--- src/rtl/psum_ctrl.sv ---
// ---------------------------------------------------------------------------
// psum_ctrl
//   Sequencer for the conv kernel's ping-pong partial-sum buffer. One output
//   row accumulates over cfg_num_pass passes in one FIFO. Meanwhile the other
//   FIFO drains the previous row's finished sums and is refilled with zero,
//   in step with the incoming beats.
//
//   Flow: IDLE -> INIT -> (RUN -> TURN)* -> FLUSH -> DONE -> IDLE
//         IDLE -> DONE (cfg_err) when the configuration is illegal.
//
// Parameters
//   DEPTH    psum FIFO depth, which is also the maximum row length
//   CNT_W    width of the beat/pass/row counters and the config fields
//   PIPE_LAT adder-tree latency from p_valid_data to the FIFO write
//
// Ports
//   clk, rst_n        clock; asynchronous active-low reset
//   start             one-cycle pulse that begins a layer (IDLE only)
//   cfg_row_len       psum entries per output row      (sampled on start)
//   cfg_num_pass      accumulation passes per row      (sampled on start)
//   cfg_num_rows      output rows in the layer         (sampled on start)
//   pe_valid          PE array offers a beat
//   pe_ready          beat accepted this cycle (RUN only, combinational)
//   p_init            write zero into both FIFOs
//   p_valid_data      beat accepted (pe_valid & pe_ready, combinational)
//   p_write_zero      drain the idle FIFO and refill it with zero
//   odd_cnt           ping-pong select
//   busy              high in every state except IDLE
//   done              one-cycle pulse at the end of the layer
//   cfg_err           pulses together with done on an illegal config
//   perf_stall_cnt    RUN cycles without pe_valid (PSUM_CTRL_PERF_EN only)
//
// Build option
//   PSUM_CTRL_PERF_EN  when defined, enables the 16-bit saturating stall
//                      counter. Otherwise perf_stall_cnt is tied to 0.
// ---------------------------------------------------------------------------
module psum_ctrl #(
  parameter int DEPTH    = 61,
  parameter int CNT_W    = 8,
  parameter int PIPE_LAT = 3
) (
  input  logic             clk,
  input  logic             rst_n,
  input  logic             start,
  input  logic [CNT_W-1:0] cfg_row_len,
  input  logic [CNT_W-1:0] cfg_num_pass,
  input  logic [CNT_W-1:0] cfg_num_rows,
  input  logic             pe_valid,
  output logic             pe_ready,
  output logic             p_init,
  output logic             p_valid_data,
  output logic             p_write_zero,
  output logic             odd_cnt,
  output logic             busy,
  output logic             done,
  output logic             cfg_err,
  output logic [15:0]      perf_stall_cnt
);

  localparam logic [CNT_W-1:0] DEPTH_C   = CNT_W'(DEPTH);
  localparam logic [CNT_W-1:0] TURN_LAST = CNT_W'(PIPE_LAT);
  localparam logic [CNT_W-1:0] ONE       = CNT_W'(1);

  typedef enum logic [2:0] {
    S_IDLE  = 3'd0,
    S_INIT  = 3'd1,
    S_RUN   = 3'd2,
    S_TURN  = 3'd3,
    S_FLUSH = 3'd4,
    S_DONE  = 3'd5
  } state_t;

  state_t           state_q, state_d;
  logic [CNT_W-1:0] len_q,  len_d;
  logic [CNT_W-1:0] npass_q, npass_d;
  logic [CNT_W-1:0] nrows_q, nrows_d;
  logic [CNT_W-1:0] cnt_q,  cnt_d;    // cycle counter for INIT/TURN/FLUSH
  logic [CNT_W-1:0] beat_q, beat_d;
  logic [CNT_W-1:0] pass_q, pass_d;
  logic [CNT_W-1:0] row_q,  row_d;
  logic             odd_q,  odd_d;
  logic             err_q,  err_d;

  // Registered outputs, each computed from the next state.
  logic init_q,  init_d;
  logic busy_q,  busy_d;
  logic done_q,  done_d;
  logic cerr_q,  cerr_d;
  logic flush_q, flush_d;
  // Marks that the current pass drains the idle FIFO, i.e. pass 0 of any row
  // after the first. It is ANDed with the beat strobe so that the drain stays
  // beat-aligned even when pe_valid has bubbles.
  logic drain_q, drain_d;

  logic accept;
  logic cfg_bad;
  logic last_beat;
  logic last_pass;

  assign accept    = (state_q == S_RUN) && pe_valid;
  assign last_beat = (beat_q == len_q - ONE);
  assign last_pass = (pass_q == npass_q - ONE);
  assign cfg_bad   = (cfg_row_len == '0) || (cfg_num_pass == '0) ||
                     (cfg_num_rows == '0) || (cfg_row_len > DEPTH_C);

  // ---------------------------------------------------------------------
  // Next-state logic
  // ---------------------------------------------------------------------
  always_comb begin
    state_d = state_q;
    len_d   = len_q;
    npass_d = npass_q;
    nrows_d = nrows_q;
    cnt_d   = cnt_q;
    beat_d  = beat_q;
    pass_d  = pass_q;
    row_d   = row_q;
    odd_d   = odd_q;
    err_d   = err_q;

    unique case (state_q)
      S_IDLE: begin
        if (start) begin
          len_d   = cfg_row_len;
          npass_d = cfg_num_pass;
          nrows_d = cfg_num_rows;
          cnt_d   = '0;
          beat_d  = '0;
          pass_d  = '0;
          row_d   = '0;
          err_d   = cfg_bad;
          if (cfg_bad) begin
            state_d = S_DONE;
          end else begin
            odd_d   = 1'b0;
            state_d = S_INIT;
          end
        end
      end

      S_INIT: begin
        if (cnt_q == len_q - ONE) begin
          cnt_d   = '0;
          state_d = S_RUN;
        end else begin
          cnt_d = cnt_q + ONE;
        end
      end

      S_RUN: begin
        if (accept) begin
          if (last_beat) begin
            beat_d = '0;
            if (last_pass) begin
              pass_d  = '0;
              cnt_d   = '0;
              state_d = S_TURN;
            end else begin
              pass_d = pass_q + ONE;
            end
          end else begin
            beat_d = beat_q + ONE;
          end
        end
      end

      // PIPE_LAT+1 dead cycles: the adder tree retires its last row, and the
      // buffer gets one extra cycle to see the new odd_cnt.
      S_TURN: begin
        if (cnt_q == TURN_LAST) begin
          cnt_d   = '0;
          odd_d   = ~odd_q;
          row_d   = row_q + ONE;
          state_d = (row_q == nrows_q - ONE) ? S_FLUSH : S_RUN;
        end else begin
          cnt_d = cnt_q + ONE;
        end
      end

      S_FLUSH: begin
        if (cnt_q == len_q - ONE) begin
          cnt_d   = '0;
          state_d = S_DONE;
        end else begin
          cnt_d = cnt_q + ONE;
        end
      end

      S_DONE: begin
        err_d   = 1'b0;
        state_d = S_IDLE;
      end

      default: state_d = S_IDLE;
    endcase

    init_d  = (state_d == S_INIT);
    busy_d  = (state_d != S_IDLE);
    done_d  = (state_d == S_DONE);
    cerr_d  = (state_d == S_DONE) && err_d;
    flush_d = (state_d == S_FLUSH);
    drain_d = (state_d == S_RUN) && (pass_d == '0) && (row_d != '0);
  end

  // ---------------------------------------------------------------------
  // State registers
  // ---------------------------------------------------------------------
  always_ff @(posedge clk or negedge rst_n) begin
    if (!rst_n) begin
      state_q <= S_IDLE;
      len_q   <= '0;
      npass_q <= '0;
      nrows_q <= '0;
      cnt_q   <= '0;
      beat_q  <= '0;
      pass_q  <= '0;
      row_q   <= '0;
      odd_q   <= 1'b0;
      err_q   <= 1'b0;
      init_q  <= 1'b0;
      busy_q  <= 1'b0;
      done_q  <= 1'b0;
      cerr_q  <= 1'b0;
      flush_q <= 1'b0;
      drain_q <= 1'b0;
    end else begin
      state_q <= state_d;
      len_q   <= len_d;
      npass_q <= npass_d;
      nrows_q <= nrows_d;
      cnt_q   <= cnt_d;
      beat_q  <= beat_d;
      pass_q  <= pass_d;
      row_q   <= row_d;
      odd_q   <= odd_d;
      err_q   <= err_d;
      init_q  <= init_d;
      busy_q  <= busy_d;
      done_q  <= done_d;
      cerr_q  <= cerr_d;
      flush_q <= flush_d;
      drain_q <= drain_d;
    end
  end

  // ---------------------------------------------------------------------
  // Outputs
  // ---------------------------------------------------------------------
  assign pe_ready     = (state_q == S_RUN);
  assign p_valid_data = pe_ready && pe_valid;
  assign p_write_zero = flush_q || (p_valid_data && drain_q);
  assign p_init       = init_q;
  assign odd_cnt      = odd_q;
  assign busy         = busy_q;
  assign done         = done_q;
  assign cfg_err      = cerr_q;

`ifdef PSUM_CTRL_PERF_EN
  // Stall counter: RUN cycles with no beat offered. It clears on an
  // accepted start and holds its value across done until the next layer.
  logic [15:0] stall_q;

  always_ff @(posedge clk or negedge rst_n) begin
    if (!rst_n) begin
      stall_q <= '0;
    end else if ((state_q == S_IDLE) && start) begin
      stall_q <= '0;
    end else if ((state_q == S_RUN) && !pe_valid && (stall_q != 16'hFFFF)) begin
      stall_q <= stall_q + 16'd1;
    end
  end

  assign perf_stall_cnt = stall_q;
`else
  assign perf_stall_cnt = 16'd0;
`endif

endmodule
--- config.mk ---
export PLATFORM = sky130hd
export DESIGN_NAME = psum_ctrl
export DESIGN_NICKNAME = d
export VERILOG_FILES = /design/src/rtl/psum_ctrl.sv
export SDC_FILE = /design/constraint.sdc
export NUM_CORES = 1
export LEC_CHECK = 0
export ABC_AREA = 1
export CAP_MARGIN = 20
export CELL_PAD_IN_SITES_DETAIL_PLACEMENT = 1
export CELL_PAD_IN_SITES_GLOBAL_PLACEMENT = 1
export CORE_UTILIZATION = 40
export DETAILED_ROUTE_END_ITERATION = 7
export PLACE_DENSITY = 0.76
export SYNTH_ARGS = -nofsm -noshare
export SYNTH_HDL_FRONTEND = slang
export SYNTH_SLANG_ARGS = --single-unit
--- constraint.sdc ---
create_clock -name clk -period 2.99 [get_ports clk]
set_input_delay 0.598 -clock clk [delete_from_list [all_inputs] [get_ports clk]]
set_output_delay 0.598 -clock clk [all_outputs]
set_load 0.02 [all_outputs]
== Word-level counts from Yosys, hierarchy flattened ==
Cells that the tools add are included.

* Output and inout port bits: 24
* Bits in registers: 67
* Word-level logic and storage cells: 103
* Input bits: 28

* Add/sub/neg operators: 7
* Equality and inequality tests: 20
* $lt $le $gt $ge: 1
* Multiplexer cells: 34
* Reduce and logical (&&, ||, !) cells: 24
* Bitwise logic cells: 1

{| class="wikitable"
|+ Operator list
! operator !! count
|-
| 8-bit two-way mux || 14
|-
| 8-bit case mux with 2 select lines || 3
|-
| 8-bit by 1-bit adder with 8-bit output, second input constant || 4
|-
| 8-bit equality test || 4
|-
| 8-bit logical NOT || 4
|-
| 8-bit case mux with 4 select lines || 1
|-
| 3-bit two-way mux || 9
|-
| 8-bit by 1-bit subtractor with 8-bit output, second input constant || 3
|-
| 3-bit case mux with 5 select lines || 1
|-
| 3-bit equality test, second input constant || 4
|-
| 3-bit by 2-bit equality test with 1-bit output, second input constant || 3
|-
| 8-bit by 2-bit equality test with 1-bit output, second input constant || 1
|-
| 8-bit by 6-bit greater-than comparator with 1-bit output, second input constant || 1
|-
| 8-bit nonzero test || 1
|-
| 3-bit by 1-bit equality test with 1-bit output, second input constant || 2
|-
| 2-bit by 1-bit inequality test with 1-bit output, second input constant || 3
|-
| 2-bit inequality test, second input constant || 3
|-
| 1-bit logical AND || 5
|-
| 5-bit AND reduction || 1
|-
| 1-bit logical OR || 4
|-
| 1-bit two-way mux || 4
|-
| 1-bit case mux with 2 select lines || 2
|-
| 4-bit AND reduction || 1
|-
| 2-bit nonzero test || 2
|-
| other kinds (7) || 7
|}

== Logic depth before layout (Yosys ltp) ==
* Depth in word-level cells: 10
* Depth in mapped cells: 21
* Depth with buffers taken out: 19

== Worst setup path after synthesis ==
Ideal clock, no wire load.

* Path kind: reg-to-reg
* From: register len_q[0]
* To: register cnt_q[4]
* Period minus slack after synthesis: 2135 ps
* Data arrival time: 2061 ps
* Required time: 2916 ps
* Buffers on the path: 1
* Library setup time: 74 ps
* Slack: 855 ps
* Cell stages (with the launch flop): 19
* Path through: dfrtp_1 > inv_2 > ha_1 > buf_2 > inv_1 > nand2_1 > nand3_1 > nand2_1 > inv_1 > nand2_1 > nor2_2 > nand3_4 > nor2_4 > nor2_2 > nor3_4 > inv_2 > nor2_1 > nand2_1 > o21ai_2

* Longest elaborated chain between the ends: 4
* Elaborated cells on any way between the ends: 7
* Those cells by class: add/sub: 1; eq/ne: 3; mux: 2; reduce/logical: 1

{| class="wikitable"
|+ RTL lines
! element !! RTL line !! RTL
|-
| from (decl) || 74 || <nowiki>logic [CNT_W-1:0] len_q, len_d;</nowiki>
|-
| from (signal assigned) || 228 || <nowiki>len_q <= len_d;</nowiki>
|-
| 8-bit by 1-bit subtractor with 8-bit output (*) || 101, 142, 181 ||
|-
| 8-bit equality test (on tied branches) || 142, 181, 101 ||
|-
| 8-bit two-way mux / 2-bit by 1-bit inequality test with 1-bit output (equally long branches) || - ||
|-
| 8-bit case mux with 4 select lines / 5-bit AND reduction (equally long branches) || - ||
|-
| to (signal assigned) || 231 || <nowiki>cnt_q <= cnt_d;</nowiki>
|-
| to (decl) || 77 || <nowiki>logic [CNT_W-1:0] cnt_q, cnt_d;</nowiki>
|}

Mark *: on every way between the ends. The rest lies on a longest branch, timed or not.
A chain may end at the register's enable or synchronous reset.

== Worst setup path after layout ==
* From: register state_q[2]
* To: output p_write_zero

* Longest elaborated chain between the ends: 4

{| class="wikitable"
|+ RTL lines
! element !! RTL line !! RTL
|-
| from (decl) || 73 || <nowiki>state_t state_q, state_d;</nowiki>
|-
| from (signal assigned) || 227 || <nowiki>state_q <= state_d;</nowiki>
|-
| 3-bit by 2-bit equality test with 1-bit output || 249 || <nowiki>assign pe_ready = (state_q == S_RUN);</nowiki>
|-
| 1-bit logical AND || 250 || <nowiki>assign p_valid_data = pe_ready && pe_valid;</nowiki>
|-
| 1-bit logical AND || 251 || <nowiki>assign p_write_zero = flush_q || (p_valid_data && drain_q);</nowiki>
|-
| 1-bit logical OR || 251 ||
|-
| to (decl) || 52 || <nowiki>output logic p_write_zero,</nowiki>
|}

Every way passes these cells.

==> reports/metrics.cfg <==
[run_status]
status=complete, but fails checks
violations=design-rule violations

[global_routing]
grt_pass1_wl_um=24080
overflow=0
grt_start_max_net_pins=38
grt_pass1_vias=4870
antenna_found_initial=0
grt_usage_pct=24.66

[sta]
slew_headroom_pct=46.90
setup_viol=0
final-hold-violation-count=0
fin_tns_setup_ns=0
period_share_pct=95.25
rsz0062_at_grt=no
max_clock_freq_ghz=0.3511
fin_crit_ns=2.848
worst_pin_slew_ns=0.7964
finalMaxSlewViolations=0
fin_skew_ns=0.006078

[logic_synthesis]
synth_cell_types=38
ys.warnings.count=0
synthArstFlopShare_pct=100.0
synth.avg_cell_area_um2=6.640
synth_edf_count=0
synth_area_um2=4827
postSynthCellCount=727
ys.flop_type=dfrtp_1
synth_seq_cells=67
ys_seq_area_share_pct=34.73

[critical_path]
worstPathMaxFanout=7
worstPathArrival_ns=2.25
rr_worst_depth=16
start_kind=flop
path_class=reg2out
cp-startpoint=state_q[2]
cp-endpoint=p_write_zero
slowest_stage=clkdlybuf4s50_1
worstPathCellList=nor2_2, inv_1, nor2_4, buf_4, a31o_2, clkdlybuf4s50_1
crit_required_ns=2.39
r2r_start=len_q[0]
ff2ff_setup_slack_ns=0.39
cp-end-kind=output port
r2r-end=cnt_q[4]
cp_slowest_stage_delay_ns=0.59

[route]
vias=4690
ant_nets=0
drc=2
first_pass_iters=6
wl_per_cell_um=15.78
drt_iter0_markers=206
finalWirelength_um=14470
vias_per_cell=5.115

[place]
numPortBuffers=35
dp_cells=898
dp.final_hpwl_um=11310
gp_congestion=0.8445
place_area_um2=5289

[floorplan]
start_util_pct=41.74
std_cell_rows=39
core_area_um2=11560
die_area_um2=12510
die_y_um=111.9
die_x_um=111.9
io_pins=52

[final_layout]
antennaDiodeCount=0
synthToLayoutAreaGrowth_pct=16.36
layout.nets=804
drive_gt1_share_pct=7.106
stdcell_area_um2=5617
final_cells=917

[power_and_ir_drop]
p_per_area_nw_per_um2=844.5
vdd.ir_drop.worst_mv=0.4557
leakage_nw=2.888
power_mw=4.743

[job]
cap_violations=0

[clock_network]
cts_buffer_depth=2
postCtsHoldBufs=0
cts_buffers=9
cts.sinks=67
clk_pin_slew_worst_paths_ns=0.06
cts_tree=yes
insertion_delay_ns=0.35
cts_htree_levels=3
cts-root-buf=clkbuf_16

[min_path]
hold_class=in2async

[worst min path at each step]
stage / slack [ns] / cells after the start / end / startpoint
after global placement: 0.48 / 2 / npass_q[7] / npass_q[7]
after detailed placement: 0.49 / 2 / npass_q[7] / npass_q[7]
after global routing: 0.39 / 1 / beat_q[2] / rst_n
after floorplan: 0.30 / 0 / beat_q[0] / rst_n
after CTS: 0.36 / 1 / beat_q[2] / rst_n
final: 0.33 / 1 / beat_q[2] / rst_n
[cell families (layout without fill, tap and decap cells)]
kind of cell             after synthesis  after routing  share of synthesized area [%]
AO/OA/AOI/OAI                         56             56                          6.299
XOR/XNOR                              30             30                          5.443
adder cells (fa/ha/maj)                7              7                          1.814
buffers and inverters                130            162                          11.48
flip-flops                            67             67                          34.73
other                                  1             16                        0.07769
AND/OR/NAND/NOR                      436            436                          40.15
[routing by layer]
metal  wire length [um]  GRT usage, %  part of all wire (%)
met4                203         7.297                   1.4
met1               6728         31.42                    47
met5                  0             0                     0
met2               7024         42.11                    49
met3                509         4.899                   3.5
[critical path: cells and delay by family (launching register included)]
family / cells / cell delay, ns
buffers and inverters: 3 / 0.85
AO/OA/AOI/OAI: 1 / 0.14
flip-flops: 1 / 0.44
AND/OR/NAND/NOR: 2 / 0.46
[placed cells by master (no fill, tap or decap), types with 8 or more instances in the layout]
cell / n
nor2_2: 8
nand4_1: 14
xor2_1: 24
inv_1: 96
conb_1: 16
dfrtp_1: 67
nand3_1: 81
clkdlybuf4s50_1: 33
nor2_1: 76
o21ai_0: 36
nor3_1: 14
nand2_1: 222
clkbuf_16: 9
a21oi_1: 12
inv_2: 8
[repair_timing]
| action | CTS | global route |
|---|---|---|
| buffers inserted | 0 | 3 |
| gates resized for setup | 0 | 1 |
| endpoints found under the setup margin | 0 | 1 |
[through the flow]
step	worst slack (ns)	hold WS [ns]	util, %
floorplan	0.8546	0.3024	-
global placement	0.3798	0.4781	45.73
detailed placement	0.3278	0.4900	45.73
CTS	0.03989	0.3579	48.35
global route	0.05150	0.3942	48.57
finish	0.1420	0.3271	48.57
[state kept, by name (all words and copies together), names as in the netlist, 3 cells and up]
name	flops
beat_q	8
cnt_q	8
len_q	8
npass_q	8
nrows_q	8
pass_q	8
row_q	8
state_q	3
[power by group]
| group | internal, mW | total [mW] | switching [mW] |
|---|---|---|---|
| clock network | 0.650 | 1.11 | 0.461 |
| registers | 1.14 | 1.37 | 0.229 |
| logic | 0.734 | 2.26 | 1.53 |
[cells in the mapped netlist, drive strengths merged (2+ instances only)]
cell	number	area [um2]
nand2	225	857.1
inv	104	390.4
nor2	90	409.1
nand3	84	442.9
dfrtp	67	1677
o21ai	37	188.9
xor2	24	210.2
buf	20	141.4
nor3	15	86.34
nand4	14	87.58
a21oi	12	60.06
ha	7	87.58
clkbuf	6	22.52
xnor2	6	52.55
nor4	4	25.02
nand3b	2	15.01
[cell type report]
class,count,area (um2)
clock buffer,9,225.2
clock inverter,7,77.57
fill,1537,5948
inverter,104,390.4
multi-input combinational,545,2655
sequential,67,1677
tap,143,178.9
timing repair buffer,42,412.9
Power figures use the tool's default switching activity.
